==> config.mk <==
export PLATFORM = sky130hd
export DESIGN_NAME = branch_target_predictor
export DESIGN_NICKNAME = d
export VERILOG_FILES = /design/src/rtl/branch_target_predictor.sv
export SDC_FILE = /design/constraint.sdc
export NUM_CORES = 1
export LEC_CHECK = 0
export ABC_AREA = 1
export ABC_CLOCK_PERIOD_IN_PS = 2740
export CELL_PAD_IN_SITES_DETAIL_PLACEMENT = 1
export CELL_PAD_IN_SITES_GLOBAL_PLACEMENT = 1
export CORE_MARGIN = 2
export CORE_UTILIZATION = 30
export CTS_BUF_LIST = sky130_fd_sc_hd__clkbuf_2 sky130_fd_sc_hd__clkbuf_4 sky130_fd_sc_hd__clkbuf_8
export CTS_CLUSTER_SIZE = 10
export DETAILED_ROUTE_END_ITERATION = 12
export PLACE_DENSITY = 0.63
export SLEW_MARGIN = 20
export SYNTH_ARGS = -nofsm -noshare
export SYNTH_HDL_FRONTEND = slang
export SYNTH_SLANG_ARGS = --single-unit
==> constraint.sdc <==
create_clock -name clk -period 2.74 [get_ports clk]
set_input_delay 0.411 -clock clk [delete_from_list [all_inputs] [get_ports clk]]
set_output_delay 0.411 -clock clk [all_outputs]
set_load 0.005 [all_outputs]
==> src/rtl/branch_target_predictor.sv <==
// Direct-mapped BTB with 2-bit counters; define BTB_BYPASS_EN to forward
// a same-cycle update to a matching lookup.
module branch_target_predictor #(
    parameter int ENTRIES = 16
) (
    input  logic        clk,
    input  logic        reset,
    input  logic        valid_fetch,
    input  logic        valid_rf_read,
    input  logic        valid_execute,
    input  logic [15:0] current_pc,
    input  logic        is_pc_jump,
    input  logic        jump,
    input  logic [15:0] target_pc,
    output logic        prediction,
    output logic [15:0] prediction_pc
);

    localparam int IW = $clog2(ENTRIES);
    localparam int TW = 15 - IW;

    logic          v_q   [ENTRIES];
    logic [TW-1:0] tag_q [ENTRIES];
    logic [15:0]   tgt_q [ENTRIES];
    logic [1:0]    ctr_q [ENTRIES];

    logic [15:0]   pc_rf;
    logic [15:0]   pc_ex;
    logic          jmp_ex;

    logic [IW-1:0] lk_idx;
    logic [TW-1:0] lk_tag;
    logic [IW-1:0] upd_idx;
    logic [TW-1:0] upd_tag;
    logic          upd_en;
    logic          upd_hit;
    logic [1:0]    new_ctr;
    logic [15:0]   new_tgt;
    logic          lk_hit;
    logic [1:0]    lk_ctr;
    logic [15:0]   lk_tgt;
    logic          unused_lsb;

    // Bit 0 is always zero for halfword-aligned PCs
    assign unused_lsb = current_pc[0] ^ pc_ex[0];

    assign lk_idx  = current_pc[IW:1];
    assign lk_tag  = current_pc[15:IW+1];
    assign upd_idx = pc_ex[IW:1];
    assign upd_tag = pc_ex[15:IW+1];
    assign upd_en  = valid_execute && jmp_ex;
    assign upd_hit = v_q[upd_idx] && (tag_q[upd_idx] == upd_tag);

    always_comb begin
        new_ctr = ctr_q[upd_idx];
        new_tgt = tgt_q[upd_idx];
        if (!upd_hit) begin
            new_ctr = jump ? 2'b10 : 2'b01;
            new_tgt = target_pc;
        end else if (jump) begin
            new_ctr = (ctr_q[upd_idx] == 2'b11) ? 2'b11 : ctr_q[upd_idx] + 2'd1;
            new_tgt = target_pc;
        end else begin
            new_ctr = (ctr_q[upd_idx] == 2'b00) ? 2'b00 : ctr_q[upd_idx] - 2'd1;
        end
    end

    always_comb begin
        lk_hit = v_q[lk_idx] && (tag_q[lk_idx] == lk_tag);
        lk_ctr = ctr_q[lk_idx];
        lk_tgt = tgt_q[lk_idx];
`ifdef BTB_BYPASS_EN
        if (upd_en && (upd_idx == lk_idx) && (upd_tag == lk_tag)) begin
            lk_hit = 1'b1;
            lk_ctr = new_ctr;
            lk_tgt = new_tgt;
        end
`else
`endif
    end

    assign prediction    = lk_hit && lk_ctr[1];
    assign prediction_pc = prediction ? lk_tgt : current_pc + 16'd2;

    always_ff @(posedge clk or negedge reset) begin
        if (!reset) begin
            pc_rf  <= '0;
            pc_ex  <= '0;
            jmp_ex <= 1'b0;
        end else begin
            if (valid_fetch) begin
                pc_rf <= current_pc;
            end
            if (valid_rf_read) begin
                pc_ex  <= pc_rf;
                jmp_ex <= is_pc_jump;
            end
        end
    end

    always_ff @(posedge clk or negedge reset) begin
        if (!reset) begin
            for (int i = 0; i < ENTRIES; i++) begin
                v_q[i]   <= 1'b0;
                tag_q[i] <= '0;
                tgt_q[i] <= '0;
                ctr_q[i] <= 2'b01;
            end
        end else if (upd_en) begin
            v_q[upd_idx]   <= 1'b1;
            tag_q[upd_idx] <= upd_tag;
            tgt_q[upd_idx] <= new_tgt;
            ctr_q[upd_idx] <= new_ctr;
        end
    end

endmodule

==> Yosys cells after proc, flatten, opt, wreduce, memory -nomap -nowiden <==
Index checks and enable logic that the tools add are counted.
{ "word_totals": {"regBits": 513, "in_bits": 39, "word_cells": 128} }
{ "classes": {"addsub": 3, "order_cmp": 3, "n_eq_ne": 3, "muxes": 43, "bitwise": 3, "n_reduce_logical": 6} }
{ "op_table": {"columns": ["cell", "n"], "rows": [
  ["256-bit bitwise mux", 1],
  ["176-bit bitwise mux", 1],
  ["16-bit binary-select mux with 4-bit select", 2],
  ["16-bit 2-to-1 mux", 8],
  ["11-bit binary-select mux with 4-bit select", 2],
  ["16-bit demux with 4-bit select", 1],
  ["11-bit 2-to-1 mux", 5],
  ["11-bit demux with 4-bit select", 1],
  ["32-bit bitwise mux", 1],
  ["11-bit equality test", 2],
  ["2-bit 2-to-1 mux", 10],
  ["16-bit by 2-bit adder with 16-bit output, second input constant", 1],
  ["2-bit binary-select mux with 4-bit select", 2],
  ["16-bit OR", 1],
  ["5-bit >= comparator, second input constant", 2],
  ["4-bit inverter with 5-bit output", 2],
  ["1-bit binary-select mux with 4-bit select", 2],
  ["2-bit demux with 4-bit select", 1],
  ["1-bit logical AND", 5],
  ["5-bit by 1-bit less-than comparator with 1-bit output, second input constant", 1],
  ["1-bit 2-to-1 mux", 5],
  ["1-bit demux with 4-bit select", 1],
  ["2-bit by 1-bit adder with 2-bit output, second input constant", 1],
  ["2-bit equality test, second input constant", 1],
  ["other kinds (2)", 2]
]} }

==> Longest topological paths before layout <==
{ "depth": {"ltp_word": 9, "ltp_mapped": 22} }

==> Worst setup path after synthesis <==
Ideal clock, no wire load.
{ "synth_path": {"path_kind": "input to output", "start": "input current_pc[1]", "end": "output prediction_pc[0]", "arrival_time_ns": 2.324, "required_ns": 2.329, "setup_slack_ns": 0.005, "stages": 14, "path_buffers": 4, "path_cell_list": "buf_2 > inv_1 > buf_2 > buf_2 > nand3_1 > nand3_1 > a21boi_0 > or2_2 > nor2_1 > nand3_1 > nor2_1 > nand2_1 > clkbuf_1 > o21ai_0"} }
{ "synth_between": {"elab_chain_len": 8} }
{ "synth_rtl": {"columns": ["item", "line", "rtl"], "rows": [
  ["start: declaration", "11", "input logic [15:0] current_pc,"],
  ["4-bit inverter with 5-bit output (implied by the code) (*)", "69, 70, 71", null],
  ["11-bit binary-select mux with 4-bit select", "69", "lk_hit = v_q[lk_idx] && (tag_q[lk_idx] == lk_tag);"],
  ["11-bit 2-to-1 mux (implied by the code) (2 in series)", "69", null],
  ["11-bit equality test", "69", null],
  ["1-bit logical AND", "69", null],
  ["1-bit logical AND", "82", "assign prediction = lk_hit && lk_ctr[1];"],
  ["16-bit 2-to-1 mux (*)", "83", "assign prediction_pc = prediction ? lk_tgt : current_pc + 16'd2;"],
  ["end: declaration", "16", "output logic [15:0] prediction_pc"]
]} }
Mark *: on every way between the ends. The rest lies on a longest branch, timed or not. The select of a mux whose other input is x is not followed.

==> Final worst setup path <==
{ "layout_path": {"start": "register tag_q[159] (netlist name)", "end": "output prediction_pc[15]"} }
{ "layout_between": {"elab_chain_len": 7} }
{ "layout_rtl": {"columns": ["item", "line", "rtl"], "rows": [
  ["start: declaration", "23", "logic [TW-1:0] tag_q [ENTRIES];"],
  ["start signal: indexed assignment", "111", "tag_q[upd_idx] <= upd_tag;"],
  ["11-bit binary-select mux with 4-bit select", "69", null],
  ["11-bit 2-to-1 mux (implied by the code) (2 in series)", "69", null],
  ["11-bit equality test", "69", null],
  ["1-bit logical AND", "69", null],
  ["1-bit logical AND", "82", null],
  ["16-bit 2-to-1 mux", "83", null]
]} }
Every way passes these cells. The select of a mux whose other input is x is not followed.

==> impl_summary.md <==
Run status
The run finished, with violations left. The checks that failed: negative setup slack.

Clock tree
Clock latency on the worst-skew pair, taken at its later pin, is 0.77 ns. The total CTS buffers is 100. Counting along the longest clock path gives a buffer depth of 3. For this design, the sink count on the clock tree is 511.

The cell at the root of the clock tree is clkbuf_8. TritonCTS built the clock tree. CTS built an H-tree with a depth of 3. Clock-pin slew was measured on the worst setup and hold paths at 0.07 ns.

Synthesis
The commonest register cell after synthesis is dfrtp_1. The portion of the post-synthesis area used by sequential elements is 44.3%. The number of distinct library cell variants in the gate-level netlist after synthesis is 44. When the netlist entered floorplanning its net count stood at 4005. The biggest area consumer among synthesized cells is dfrtp_1. The mapped netlist covers 28900 sq um. In the post-synthesis netlist, the biggest area contributors are dfrtp_1 43%, nand2_1 18%, o21ai_0 8.4%, nand3_1 5.8%, nor2_1 3.1%. The area fraction of the dominant cell type after synthesis is 42.9%.

After technology mapping, the gate count stands at 3965. Counting flops with a built-in enable in the synthesized netlist gives 0. The count of synthesis-stage warnings from yosys is 0.

After synthesis, the share of flip-flops with an asynchronous set or reset is 100%. Synthesis inferred 511 register bits. The average instance in the mapped netlist occupies 7.29 sq um.

Place
The number of placed instances, taps included is 5519. The wire-length estimate of the detail-placed layout is 89300 um. Input and output buffers added on the ports amount to 55.

The total placed instance area is 34700 sq um. The routability-driven placement congestion ratio is 0.867.

Drt
The via count is 31600. The first detailed-routing pass ran for 5 iterations. The routed wire length is 144000 um.

The DRC violation total after the first TritonRoute iteration is 2807. After detailed routing, the average wire length per cell comes to 24.9 um. Using the TritonRoute via totals, the vias-per-cell ratio works out to 5.47. In the routed design, unresolved DRC markers number 0. The count of nets left with antenna violations once routing finished came out at 0.

Global route
Global routing used 27.8% of the available tracks across all layers. The total grt overflow is 0. The first-pass GRT wire length is 206000 um. The initial antenna violation count is 3.

The via count of the first global-routing pass came to 31100. The maximum number of pins on one net before global-route repair is 83.

Run
The tool flagged a number of max-cap violations equal to 0.

Floorplan
The initial cell density of the core is 30.4%. The y dimension of the die is 314 um. The die is 314 um wide. The total area inside the core boundary comes to 95200 sq um. The area enclosed by the die boundary is 98800 sq um. The cell row count is 113. The number of ports placed on the die boundary is 56.

Timing
Derived from the worst setup path, the maximum achievable clock frequency is 0.300 GHz. The setup-violating endpoint count in the final report is 297. After layout, the worst setup slack is -0.591 ns.

The transition time of the tightest slew-check pin is 1.02 ns. Setup repair after global routing could not meet its margin everywhere. Across the routed clock network, the largest skew measured is 0.0514 ns. The worst slew margin relative to its limit is 31.8%.

The worst path uses 122% of the clock period. The routed design could run at a clock period as short as 3.33 ns. The number of pins exceeding their max-slew limit in the final report is 0.

The total count of hold-check failures in the final report is 0.

Layout
Summing all non-filler instances in the final layout gives an area of 39600 sq um. For this run, the post-layout net count is 4472. In the final layout, the share of cells above drive strength 1 is 26.7%. From synthesis to final layout, the design area changed by 37.0%.

After the flow finishes, the layout carries non-filler instances totaling 5781.

Setup path
The worst setup path startpoint is tag_q[159]$_DFFE_PN0P_. The worst setup path is captured at an output port. The highest fanout seen on the critical path is 7.

For the worst setup path, the data required time is 2.33 ns. The critical path is of the register to output port type. The sum of buffers and inverters on the critical path is 4. The cell family contributing the most delay on the critical path is simple AND/OR/NAND/NOR gates. The worst setup path is launched from a register. Among all stages on the critical path, the largest delay is contributed by dfrtp_1. The reg-to-reg critical path startpoint is pc_ex[1]$_DFFE_PN0P_. STA puts the critical path data arrival time at 2.92 ns.

The stage delay of the slowest cell on the critical path is 0.38 ns. The signal on the critical path passes through o21ai_0 -> o211ai_1 -> nand3_1 -> nand2_1 -> nand2_2 -> inv_1 -> nor2_1 -> nand2_1 -> nor2_4 -> nand2_8 -> buf_8 -> buf_6 -> nand2_2 -> o21ai_1 -> buf_2.

Power and ir drop
The static power due to leakage is 18.9 nW. The worst-case IR drop observed on VDD is 0.352 mV. The power density relative to cell area is 783 nW/um^2.

Worst hold path
The path class of the tightest hold or removal check is input pin to asynchronous set/reset pin.
==> report_power, final <==
group	switching, W	internal (W)
combinational	0.00567	0.00458
clock	0.00376	0.00517
sequential	0.00175	0.0101
total	0.0112	0.0198
==> stage by stage <==
stage	setup TNS [ns]	util (%)	worst slack [ns]	power, W	hold slack (ns)
floorplan	0	-	0.00533	0.0164	0.115
global placement	-37.92	36.5	-1.07	0.0209	0.366
detailed placement	-46.07	36.5	-1.09	0.0212	0.367
CTS	-24.81	39.5	-0.644	0.0305	0.161
global route	-104.11	41.6	-0.781	0.0328	0.178
finish	-53.72	41.6	-0.591	0.0310	0.193
==> cells in the mapped netlist, types with 3 or more instances <==
master / number
a21oi_1: 131
a221oi_1: 31
a22oi_1: 100
a32o_1: 4
buf_1: 19
buf_2: 64
buf_4: 4
buf_6: 41
clkbuf_1: 179
clkinv_1: 5
dfrtp_1: 495
dfstp_2: 16
inv_1: 181
inv_2: 5
nand2_1: 1389
nand2_2: 3
nand2_4: 9
nand3_1: 333
nand3_2: 9
nand3b_1: 3
nand4_1: 17
nand4_4: 10
nor2_1: 235
nor2_2: 3
nor3_1: 14
o211a_1: 9
o211ai_1: 28
o21ai_0: 483
o21ai_1: 57
o221ai_1: 11
o22ai_1: 35
or2_1: 5
or2_2: 9
xor2_1: 15
==> registers in the layout, indices dropped and copies added (netlist names) <==
name / count
tgt_q: 256
ctr_q: 32
pc_rf: 15
v_q: 16
pc_ex: 15
tag_q: 176
jmp_ex: 1
==> cells by family (layout without fill, tap and decap cells) <==
kind of cell	count (synthesis)	after routing	share of synthesized area (%)
AOI/OAI and AO/OA	893	893	17.5
other	0	4	0
DFF	511	511	44.3
muxes	1	1	0.0390
buffers and inverters	500	1036	7.97
xor gates and xnor gates	15	15	0.455
adders and majority gates	1	1	0.0433
and+or+nand+nor	2044	2055	29.6
==> path summary, 6_finish.rpt <==
path	to	slack, ns	cells past startpoint
max	prediction_pc[15]	-0.59	15
min	tag_q[55]$_DFFE_PN0P_	0.19	2
max reg2reg	tgt_q[189]$_DFFE_PN0P_	-0.26	21
min reg2reg	ctr_q[28]$_DFFE_PN1P_	0.47	2
max in group asynchronous	tgt_q[138]$_DFFE_PN0P_	1.67	4
min in group clk	jmp_ex$_DFFE_PN0P_	0.28	2
==> metal layers <==
metal	routed length (um)	vias to the layer above	part of all wire [%]	track usage (%)
met3	9680	383	6.7	4.65
met5	12	-	0.0083	0
li1	-	14100	-	-
met1	59800	15900	42	36.2
met2	67200	1225	47	45.2
met4	7330	2	5.1	12.2
==> layout make-up <==
class | instances | area [sq um]
clock inverters | 16 | 193
multi-input cells | 2965 | 15400
inverters | 191 | 734
flip-flops and latches | 511 | 12800
fillers | 11500 | 55600
clock buffers | 166 | 2090
diodes | 4 | 10.0
repair buffers | 663 | 6750
well taps | 1265 | 1580
==> worst register-to-register path, stage by stage, from the launching register on <==
cell	delay, ns
dfrtp_4	0.50
buf_8	0.16
buf_4	0.15
clkbuf_16	0.17
o21ai_1	0.14
nand2_1	0.07
nand2_1	0.06
nand2_1	0.06
nand2_2	0.09
nor2_1	0.06
nand2_2	0.11
nand2_2	0.07
nor2_2	0.09
nand2_2	0.07
nor2_4	0.12
buf_12	0.15
nand3_4	0.13
buf_12	0.16
buf_16	0.18
nand2_8	0.20
nand3_1	0.11
nand2_1	0.08
==> placed cells by master, fill, tap and decap left out, types with 6 or more instances in the layout <==
master           count
o211ai_1            28
nand4_4             13
o21ai_0            434
nor3_1              10
clkinv_1             6
clkbuf_4            31
a22oi_1            100
nand2_1           1314
or2_2                9
nand3_2            151
nor2_2              16
buf_4              463
nand2_2             67
dfrtp_1            493
o211a_1              9
inv_1              146
nor2_1             209
nand3_4              7
o21ai_2             17
nand2_4              6
nand4_1             17
nand3_1            185
inv_2               34
o221ai_1            11
buf_8                7
buf_12              96
clkbuf_8           135
buf_6               24
o22ai_1             35
clkbuf_16           16
clkinv_2             9
nand2_8             23
dfstp_2             16
a221oi_1            31
xor2_1              14
a21oi_1            126
buf_2               17
o21ai_1             87
nor2_4              15
clkdlybuf4s50_1     33
==> timing repair <==
item / CTS / global route
pin swaps: 33 / 150
resized for setup: 179 / 314
endpoints found under the hold margin: 131 / 0
cloned: 5 / 28
endpoints found under the setup margin: 305 / 305
buffers inserted: 25 / 27
hold buffers: 1 / 0
Note: power is estimated with default switching activity, not from simulation.
